--- src/rtl/alu_issue_stage.sv ---
// ID/EX boundary for the RV32I EX-stage ALU: decodes the ALU op, forwards operands, registers them into EX.
// One-cycle latency; stall holds every EX register, flush loads a bubble, id_ready = !stall.
module alu_issue_stage #(
  parameter int XLEN   = 32,
  parameter int REG_AW = 5
) (
  input  logic              clk,
  input  logic              rst,
  input  logic              stall,
  input  logic              flush,
  input  logic              id_valid,
  input  logic [6:0]        id_opcode,
  input  logic [2:0]        id_funct3,
  input  logic              id_funct7_5,
  input  logic [XLEN-1:0]   id_pc,
  input  logic [REG_AW-1:0] id_rs1_addr,
  input  logic [REG_AW-1:0] id_rs2_addr,
  input  logic [REG_AW-1:0] id_rd_addr,
  input  logic [XLEN-1:0]   id_rs1_data,
  input  logic [XLEN-1:0]   id_rs2_data,
  input  logic [XLEN-1:0]   id_imm,
  input  logic              exm_wr,
  input  logic [REG_AW-1:0] exm_rd,
  input  logic [XLEN-1:0]   exm_data,
  input  logic              mwb_wr,
  input  logic [REG_AW-1:0] mwb_rd,
  input  logic [XLEN-1:0]   mwb_data,
  output logic              id_ready,
  output logic              ex_valid,
  output logic [XLEN-1:0]   ex_a,
  output logic [XLEN-1:0]   ex_b,
  output logic [3:0]        ex_alu_ctrl,
  output logic [XLEN-1:0]   ex_store_data,
  output logic [REG_AW-1:0] ex_rd_addr,
  output logic              ex_reg_write,
  output logic              ex_illegal
);

  localparam logic [6:0] OPC_OP     = 7'b0110011;
  localparam logic [6:0] OPC_OP_IMM = 7'b0010011;
  localparam logic [6:0] OPC_LUI    = 7'b0110111;
  localparam logic [6:0] OPC_AUIPC  = 7'b0010111;
  localparam logic [6:0] OPC_LOAD   = 7'b0000011;
  localparam logic [6:0] OPC_STORE  = 7'b0100011;
  localparam logic [6:0] OPC_BRANCH = 7'b1100011;

  localparam logic [3:0] ALU_ADD  = 4'b0000;
  localparam logic [3:0] ALU_SUB  = 4'b0001;
  localparam logic [3:0] ALU_AND  = 4'b0010;
  localparam logic [3:0] ALU_OR   = 4'b0011;
  localparam logic [3:0] ALU_XOR  = 4'b0100;
  localparam logic [3:0] ALU_SLT  = 4'b0101;
  localparam logic [3:0] ALU_SLTU = 4'b0110;
  localparam logic [3:0] ALU_SLL  = 4'b0111;
  localparam logic [3:0] ALU_SRL  = 4'b1000;
  localparam logic [3:0] ALU_SRA  = 4'b1001;
  localparam logic [3:0] ALU_ILL  = 4'b1111;

  localparam logic [1:0] ASEL_RS1  = 2'd0;
  localparam logic [1:0] ASEL_ZERO = 2'd1;
  localparam logic [1:0] ASEL_PC   = 2'd2;

  // For OP-IMM, bit 30 is an immediate bit for ADDI, so it only selects SUB on R-type.
  function automatic logic [3:0] f3_code(input logic [2:0] f3, input logic alt_sub,
                                         input logic alt_sra);
    logic [3:0] c;
    case (f3)
      3'b000:  c = alt_sub ? ALU_SUB : ALU_ADD;
      3'b001:  c = ALU_SLL;
      3'b010:  c = ALU_SLT;
      3'b011:  c = ALU_SLTU;
      3'b100:  c = ALU_XOR;
      3'b101:  c = alt_sra ? ALU_SRA : ALU_SRL;
      3'b110:  c = ALU_OR;
      default: c = ALU_AND;
    endcase
    return c;
  endfunction

  logic [3:0] ctrl_c;
  logic       ill_c;
  logic       wr_c;
  logic       use1_c;
  logic       use2_c;
  logic       bimm_c;
  logic [1:0] asel_c;

  always_comb begin
    ctrl_c = ALU_ADD;
    ill_c  = 1'b0;
    wr_c   = 1'b0;
    use1_c = 1'b0;
    use2_c = 1'b0;
    bimm_c = 1'b1;
    asel_c = ASEL_RS1;
    case (id_opcode)
      OPC_OP: begin
        ctrl_c = f3_code(id_funct3, id_funct7_5, id_funct7_5);
        wr_c   = 1'b1;
        use1_c = 1'b1;
        use2_c = 1'b1;
        bimm_c = 1'b0;
      end
      OPC_OP_IMM: begin
        ctrl_c = f3_code(id_funct3, 1'b0, id_funct7_5);
        wr_c   = 1'b1;
        use1_c = 1'b1;
      end
      OPC_LUI: begin
        wr_c   = 1'b1;
        asel_c = ASEL_ZERO;
      end
      OPC_AUIPC: begin
        wr_c   = 1'b1;
        asel_c = ASEL_PC;
      end
      OPC_LOAD: begin
        wr_c   = 1'b1;
        use1_c = 1'b1;
      end
      OPC_STORE: begin
        use1_c = 1'b1;
        use2_c = 1'b1;
      end
      OPC_BRANCH: begin
        use1_c = 1'b1;
        use2_c = 1'b1;
        bimm_c = 1'b0;
        case (id_funct3)
          3'b000, 3'b001: ctrl_c = ALU_SUB;
          3'b100, 3'b101: ctrl_c = ALU_SLT;
          3'b110, 3'b111: ctrl_c = ALU_SLTU;
          default: begin
            ctrl_c = ALU_ILL;
            ill_c  = 1'b1;
          end
        endcase
      end
      default: begin
        ctrl_c = ALU_ILL;
        ill_c  = 1'b1;
        wr_c   = 1'b0;
      end
    endcase
  end

  // EX/MEM is the younger producer, so it outranks MEM/WB; x0 always reads the RF value.
  logic [XLEN-1:0] rs1_fwd;
  logic [XLEN-1:0] rs2_fwd;

  always_comb begin
    rs1_fwd = id_rs1_data;
    if (use1_c && (id_rs1_addr != '0)) begin
      if (exm_wr && (exm_rd == id_rs1_addr))      rs1_fwd = exm_data;
      else if (mwb_wr && (mwb_rd == id_rs1_addr)) rs1_fwd = mwb_data;
    end
  end

  always_comb begin
    rs2_fwd = id_rs2_data;
    if (use2_c && (id_rs2_addr != '0)) begin
      if (exm_wr && (exm_rd == id_rs2_addr))      rs2_fwd = exm_data;
      else if (mwb_wr && (mwb_rd == id_rs2_addr)) rs2_fwd = mwb_data;
    end
  end

  // Illegal instructions carry zeroed operands so nothing stale leaks into EX.
  logic [XLEN-1:0] a_c;
  logic [XLEN-1:0] b_c;
  logic [XLEN-1:0] sd_c;

  always_comb begin
    a_c = rs1_fwd;
    if (asel_c == ASEL_ZERO)    a_c = '0;
    else if (asel_c == ASEL_PC) a_c = id_pc;
    b_c  = bimm_c ? id_imm : rs2_fwd;
    sd_c = rs2_fwd;
    if (ill_c) begin
      a_c  = '0;
      b_c  = '0;
      sd_c = '0;
    end
  end

  logic              valid_q, valid_d;
  logic [XLEN-1:0]   a_q, a_d;
  logic [XLEN-1:0]   b_q, b_d;
  logic [3:0]        ctrl_q, ctrl_d;
  logic [XLEN-1:0]   sd_q, sd_d;
  logic [REG_AW-1:0] rd_q, rd_d;
  logic              wr_q, wr_d;
  logic              ill_q, ill_d;

  always_comb begin
    valid_d = valid_q;
    a_d     = a_q;
    b_d     = b_q;
    ctrl_d  = ctrl_q;
    sd_d    = sd_q;
    rd_d    = rd_q;
    wr_d    = wr_q;
    ill_d   = ill_q;
    if (flush) begin
      valid_d = 1'b0;
      a_d     = '0;
      b_d     = '0;
      ctrl_d  = ALU_ADD;
      sd_d    = '0;
      rd_d    = '0;
      wr_d    = 1'b0;
      ill_d   = 1'b0;
    end else if (!stall) begin
      valid_d = id_valid;
      a_d     = a_c;
      b_d     = b_c;
      ctrl_d  = ctrl_c;
      sd_d    = sd_c;
      rd_d    = id_rd_addr;
      wr_d    = id_valid & wr_c & ~ill_c;
      ill_d   = id_valid & ill_c;
    end
  end

  always_ff @(posedge clk) begin
    if (rst) begin
      valid_q <= 1'b0;
      a_q     <= '0;
      b_q     <= '0;
      ctrl_q  <= ALU_ADD;
      sd_q    <= '0;
      rd_q    <= '0;
      wr_q    <= 1'b0;
      ill_q   <= 1'b0;
    end else begin
      valid_q <= valid_d;
      a_q     <= a_d;
      b_q     <= b_d;
      ctrl_q  <= ctrl_d;
      sd_q    <= sd_d;
      rd_q    <= rd_d;
      wr_q    <= wr_d;
      ill_q   <= ill_d;
    end
  end

  assign id_ready      = ~stall;
  assign ex_valid      = valid_q;
  assign ex_a          = a_q;
  assign ex_b          = b_q;
  assign ex_alu_ctrl   = ctrl_q;
  assign ex_store_data = sd_q;
  assign ex_rd_addr    = rd_q;
  assign ex_reg_write  = wr_q;
  assign ex_illegal    = ill_q;

endmodule
--- config.mk ---
export PLATFORM = sky130hd
export DESIGN_NAME = alu_issue_stage
export DESIGN_NICKNAME = d
export VERILOG_FILES = /design/src/rtl/alu_issue_stage.sv
export SDC_FILE = /design/constraint.sdc
export NUM_CORES = 1
export LEC_CHECK = 0
export ABC_AREA = 1
export ABC_CLOCK_PERIOD_IN_PS = 2400
export CAP_MARGIN = 10
export CORE_ASPECT_RATIO = 0.9
export CORE_MARGIN = 1
export CORE_UTILIZATION = 46
export DETAILED_ROUTE_END_ITERATION = 7
export HOLD_SLACK_MARGIN = 0.12
export PLACE_DENSITY = 0.9
export SYNTH_ARGS = -nofsm -noshare
export SYNTH_HDL_FRONTEND = slang
export SYNTH_SLANG_ARGS = --single-unit
export TNS_END_PERCENT = 30
--- constraint.sdc ---
create_clock -name clk -period 2.4 [get_ports clk]
set_input_delay 0.48 -clock clk [delete_from_list [all_inputs] [get_ports clk]]
set_output_delay 0.48 -clock clk [all_outputs]
set_load 0.005 [all_outputs]
==> summary.md, run 1 <==
| Metric | Value |
|---|---|
| Status | finished with violations |
| Failing checks | DRC |
| Most frequent CP cell | nand2_1 |
| CTS resizes | 0 |
| Synth top area share | 0.281 |
| Commonest cells after routing, fill and taps aside | nand2_1, clkdlybuf4s50_1, nor2_1, nand3_1, inv_1 |
| Worst path max stage delay | 0.56 ns |
| Crit path from | id_rs2_addr[0] |
| Layout Nets | 1,960 |
| Synth area leaders | dfxtp_1, nand2_1, nor2_1 |
| Critical Path Sink Type | register |
| Least-Margin Pin Slew | 0.633 ns |
| Peak Freq | 481 MHz |
| CTS tree | built |
| WL final | 30.7 mm |
| Pin count of the biggest net entering global routing | 77 |
| Detailed Routing Iterations Pass 1 | 7 |
| Starting density of the core | 0.473 |
| Final setup viols | 0 |
| Yosys cell types | 28 |
| Worst hold path class | reg2reg |
| Slowest-stage cell, CP | clkdlybuf4s50_1 |
| I/O Pins | 344 |
| Cell taking the most area after synthesis | dfxtp_1 |
| Remaining DRCs | 44 |
| CP bufs+invs | 4 |
| Crit path cell chain | clkdlybuf4s50_1, inv_1, nand2_1, nand2_1, nor2_2, buf_4, nand3_2, buf_4, nand2_1, nand3_1, nand2_1, nand2_1, nand2_1, nand2_1, a21oi_1 |
| Final ANT Viol Nets | 0 |
| Clock skew | 0 ns |
| Flops & latches, synth | 108 |
| Max Cap Violations | 0 |
| RR Endpoint | ex_a[0] |
| Post-Syn Nets | 1,643 |
| Design Area, Final | 11,900 µm² |
| Leak pwr | 0.00541 µW |
| Placed wire-length estimate | 23.2 mm |
| DP Area | 11,600 µm² |
| Die H | 125 µm |
| Critical path destination | ex_b[7] |
| Share of cells above drive strength 1 | 0.0538 |
| Req. time, crit path | 2.69 ns |
| Reg2reg path depth | 2 |
| Gate count of the mapped netlist | 1,408 |
| Area delta synth->final | 54.5% |
| Die W | 138 µm |
| Pwr Density | 367 nW/µm² |
| Post-CTS Setup Bufs | 0 |
| Hold slack | 0.466 ns |
| Die area | 17,200 µm² |
| Final core occ | 0.731 |
| Vias in the first global route | 9,485 |
| GPL Wtd Cong | 0.961 |
| Worst-path clk slew | 0.08 ns |
| CP arrival | 2.37 ns |
| Detailed Route Iter0 Violations | 817 |
| Skew-Pair Late Insertion Delay | 0.35 ns |
| Reg-to-reg startpoint | ex_a[0] |
| Detailed-route via count | 10,200 |
| Final period util | 0.866 |
| Initial antenna violation count | 1 |
| WP depth | 15 |
| Deepest clock path buffer count | 2 |
| CORE AREA | 16,200 µm² |
| Worst reg2reg setup slack | 1.71 ns |
| Overflow left after global routing | 0 |
| Final Hold Viols | 0 |
| Avg Inst Size Synth | 5.46 µm² |
| Synth Cell Area | 7680 µm² |
| Total GRT Usage | 0.349 |
| Cts bufs inserted | 9 |
| CP startpoint kind | input pin |
| Top delay family on crit path | buffers and inverters |
| Max-slew violations | 0 |
| WL/cell | 15.8 µm |
| Global-route wire length before repair | 47.8 mm |
| Tmin final | 2.08 ns |
| Port Buffer Count | 343 |
| Vias per cell | 5.28 |
| Dpl ws | -0.0146 ns |
| Slew headroom | 0.578 |
| Final cell count without fillers | 1,938 |
| Placed Instances | 1,921 |
| Row cnt | 44 |
| RSZ-0062 raised after global routing | false |
| Number of H-tree levels | 3 |
| Min setup slack post-route | 0.322 ns |
| Ys Warns | 0 |
| Worst-path fanout max | 20 |
| Clock sinks | 108 |
| Hold buffers post-CTS | 0 |
| Worst VDD drop | 0.332 mV |
| Root buf cell | clkbuf_16 |
| Most common cell after layout, fill and taps aside | nand2_1 |
| Sequential share of the synthesized area | 0.281 |
| Worst Setup Path Type | in2reg |
==> sequential cells by signal (all words and copies together) (netlist names) <==
signal,flops
ex_a,32
ex_b,32
ex_reg_write,1
ex_alu_ctrl,4
ex_rd_addr,5
ex_store_data,32
ex_illegal,1
ex_valid,1
==> layout make-up <==
type | instances | area, µm²
clock inverter | 6 | 53.8
timing repair buffer | 394 | 4040
clock buffer | 10 | 229
inverter | 131 | 493
sequential | 108 | 2160
antenna | 1 | 2.50
multi-input combinational | 1081 | 4630
tap | 207 | 259
fill | 1383 | 4370
==> worst register-to-register path, delay by kind of cell, from the launching register on <==
family	cells	cell delay (ns)
flops	1	0.40
compound gates	1	0.15
simple gates	1	0.07
==> through the flow <==
| stage | power (µW) | setup TNS (ns) |
|---|---|---|
| after floorplan | 2260 | 0 |
| after global placement | 2880 | -0.0446 |
| after detailed placement | 2890 | -0.0370 |
| after CTS | 4350 | 0 |
| after global routing | 4530 | 0 |
| final | 4350 | 0 |
==> report_power, final <==
part	switching, µW	total (µW)	internal [µW]
clock network	762	1490	726
registers	7.64	1810	1800
logic	497	1050	554
total	1270	4350	3080
==> kinds of logic (layout without fill, tap and decap cells) <==
logic type      count (synthesis)  in the layout  share of synthesized area
xor+xnor                        5              5                    0.00570
buf+inv                       219            541                      0.121
other cells                     0              1                          0
compound gates                128            128                     0.0871
flops                         108            108                      0.281
simple gates                  948            948                      0.505
==> synth_stat cells, drive strengths merged <==
cell	count
clkbuf	43
nand4	35
buf	45
a21oi	114
nand2	480
dfxtp	108
o21ai	11
xnor2	1
nor2	292
nand3	137
nor3	3
o2111ai	1
o211ai	1
nand3b	1
a31oi	1
inv	131
xor2	4
==> worst min path at each step <==
stage                                  from           endpoint  slack, ns  cells after the start
after floorplan                     ex_a[0]            ex_a[0]       0.46                      2
after global placement     ex_store_data[2]   ex_store_data[2]       0.45                      2
after detailed placement           ex_a[26]           ex_a[26]       0.46                      2
after CTS                          ex_a[26]           ex_a[26]       0.47                      2
after global routing      ex_store_data[12]  ex_store_data[12]       0.48                      2
final                              ex_a[26]           ex_a[26]       0.47                      2
==> routing by layer <==
metal / global-route usage / vias up / share of wire
li1: - / 5010 / -
met1: 0.393 / 4616 / 0.38
met2: 0.622 / 520 / 0.49
met3: 0.0769 / 81 / 0.090
met4: 0.172 / 0 / 0.042
met5: 0 / - / 0
Note: power is estimated with default switching activity, not from simulation.
==> run 2, diff against run 1 <==
--- a/config.mk
+++ b/config.mk
@@ -8,12 +8,13 @@
 export ABC_AREA = 1
 export ABC_CLOCK_PERIOD_IN_PS = 2400
 export CAP_MARGIN = 10
-export CORE_ASPECT_RATIO = 0.9
-export CORE_MARGIN = 1
-export CORE_UTILIZATION = 46
+export CORE_AREA = 2 2 135 137
+export CTS_BUF_LIST = sky130_fd_sc_hd__clkbuf_4 sky130_fd_sc_hd__clkbuf_8
 export DETAILED_ROUTE_END_ITERATION = 7
+export DIE_AREA = 0 0 137 139
+export GPL_ROUTABILITY_DRIVEN = 1
 export HOLD_SLACK_MARGIN = 0.12
-export PLACE_DENSITY = 0.9
+export PLACE_DENSITY = 0.86
 export SYNTH_ARGS = -nofsm -noshare
 export SYNTH_HDL_FRONTEND = slang
 export SYNTH_SLANG_ARGS = --single-unit
==> summary.md, run 2 (same netlist as run 1, synthesis figures left out) <==
| Metric | Value |
|---|---|
| Worst Setup Path Type | in2reg |
| Global-route wire length before repair | 48.8 mm |
| CTS tree | built |
| Die W | 137 µm |
| CORE AREA | 17,700 µm² |
| Detailed-route via count | 10,100 |
| Layout Nets | 1,960 |
| Status | complete, no violations |
| Detailed Routing Iterations Pass 1 | 7 |
| Sw frac | 0.302 |
| Root buf cell | clkbuf_8 |
| Clock sinks | 108 |
| Worst VDD drop | 0.265 mV |
| Most frequent CP cell | nand2_1 |
| Post-CTS Setup Bufs | 0 |
| CP startpoint kind | input pin |
| Max Cap Violations | 0 |
| Leak pwr | 0.00536 µW |
| Skew-Pair Late Insertion Delay | 0.39 ns |
| Vias per cell | 5.18 |
| Most common cell after layout, fill and taps aside | nand2_1 |
| Sequential power share | 0.455 |
| Min setup slack post-route | 0.108 ns |
| WL final | 32.1 mm |
| Final setup viols | 0 |
| Port Buffer Count | 343 |
| Post-route setup TNS | 0 ns |
| Die area | 19,000 µm² |
| Placed wire-length estimate | 24.5 mm |
| Top layer in use | met4 |
| Slowest-stage cell, CP | nor2_4 |
| Deepest clock path buffer count | 2 |
| WL/cell | 16.4 µm |
| Vias in the first global route | 9,231 |
| Int Pwr | 2780 µW |
| Design Area, Final | 11,800 µm² |
| Final ANT Viol Nets | 0 |
| Row cnt | 49 |
| Clock network power share | 0.279 |
| Total GRT Usage | 0.326 |
| Metal2 WL | 15.2 mm |
| Pwr Density | 337 nW/µm² |
| Combinational power share | 0.265 |
| Overflow left after global routing | 0 |
| Initial antenna violation count | 2 |
| I/O Pins | 344 |
| Wl on met1 | 13.0 mm |
| Dpl ws | -0.236 ns |
| Critical Path Sink Type | register |
| Crit path cell chain | clkdlybuf4s50_1, inv_1, nand2_1, o211ai_1, nor2_4, nand3_1, nand2_1, nand2_1, nand3_1, nand2_1, a21oi_1 |
| Worst-path fanout max | 32 |
| Remaining DRCs | 0 |
| Pin count of the biggest net entering global routing | 87 |
| Number of H-tree levels | 3 |
| DP Area | 11,600 µm² |
| Commonest cells after routing, fill and taps aside | nand2_1, clkdlybuf4s50_1, nor2_1, nand3_1, inv_1 |
| Worst hold path class | reg2reg |
| Least-Margin Pin Slew | 0.931 ns |
| Tmin final | 2.29 ns |
| Final period util | 0.955 |
| Share of cells above drive strength 1 | 0.0549 |
| Die H | 139 µm |
| Area delta synth->final | 53.9% |
| Met3 wire length | 2.74 mm |
| Worst path max stage delay | 0.68 ns |
| CP arrival | 2.62 ns |
| Cts bufs inserted | 9 |
| Req. time, crit path | 2.73 ns |
| Detailed Route Iter0 Violations | 939 |
| RSZ-0062 raised after global routing | true |
| Starting density of the core | 0.435 |
| Max-slew violations | 0 |
| Clock skew | 0 ns |
| Worst-path clk slew | 0.11 ns |
| Hold buffers post-CTS | 0 |
| Peak Freq | 436 MHz |
| Net Sw Power | 1200 µW |
| GPL Wtd Cong | 1.02 |
| Hold slack | 0.468 ns |
| Final Hold Viols | 0 |
| Slew headroom | 0.379 |
[run 2: power by group through the flow]
| stage | clock, µW | sequential [µW] | combinational, µW |
|---|---|---|---|
| final | 1110 | 1810 | 1060 |
| after detailed placement | 0 | 1850 | 1040 |
| after global routing | 1190 | 1810 | 1140 |
| after CTS | 1130 | 1810 | 1040 |
| after floorplan | 0 | 1850 | 410 |
| after global placement | 0 | 1850 | 1040 |
[run 2: path summary, 6_finish.rpt]
kind                            slack [ns]  endpoint  cells past startpoint           start
worst max register to register        1.66   ex_a[0]                      2         ex_a[0]
worst max-delay path                  0.11  ex_a[15]                     11  id_rs1_addr[0]
worst min register to register        0.47  ex_b[26]                      2        ex_b[26]
worst min-delay path                  0.47  ex_b[26]                      2        ex_b[26]
[run 2: worst max-delay path, delay by kind of cell]
| family | cells | cell delay (ns) |
|---|---|---|
| buf+inv | 2 | 0.58 |
| simple gates | 7 | 1.32 |
| compound gates | 2 | 0.23 |
[run 2: layer usage]
layer	track usage	up-vias
li1	-	5011
met1	0.411	4549
met2	0.548	516
met3	0.0614	72
met4	0.123	0
met5	0	-
[run 2: layout make-up]
type,count,area [µm²]
Antenna cell,2,5.00
Timing Repair Buffer,394,4050
Multi-Input combinational cell,1081,4650
Clock inverter,4,32.5
Tap cell,229,287
Sequential cell,108,2160
Fill cell,1636,5830
Clock buffer,11,145
Inverter,131,493
[run 2: repair_timing]
action | in CTS | in global routing
endpoints found under the hold margin | 0 | 0
setup endpoints to repair | 0 | 2
gates resized for setup | 0 | 2
[run 2: metrics by stage]
| stage | instances | power [µW] | util |
|---|---|---|---|
| 2_1_floorplan | 1408 | 2260 | - |
| 3_3_place_gp | 1943 | 2890 | 0.659 |
| 3_5_place_dp | 1943 | 2890 | 0.659 |
| 4_1_cts | 1958 | 3990 | 0.669 |
| 5_1_grt | 1959 | 4140 | 0.670 |
| 6_report | 1960 | 3980 | 0.670 |
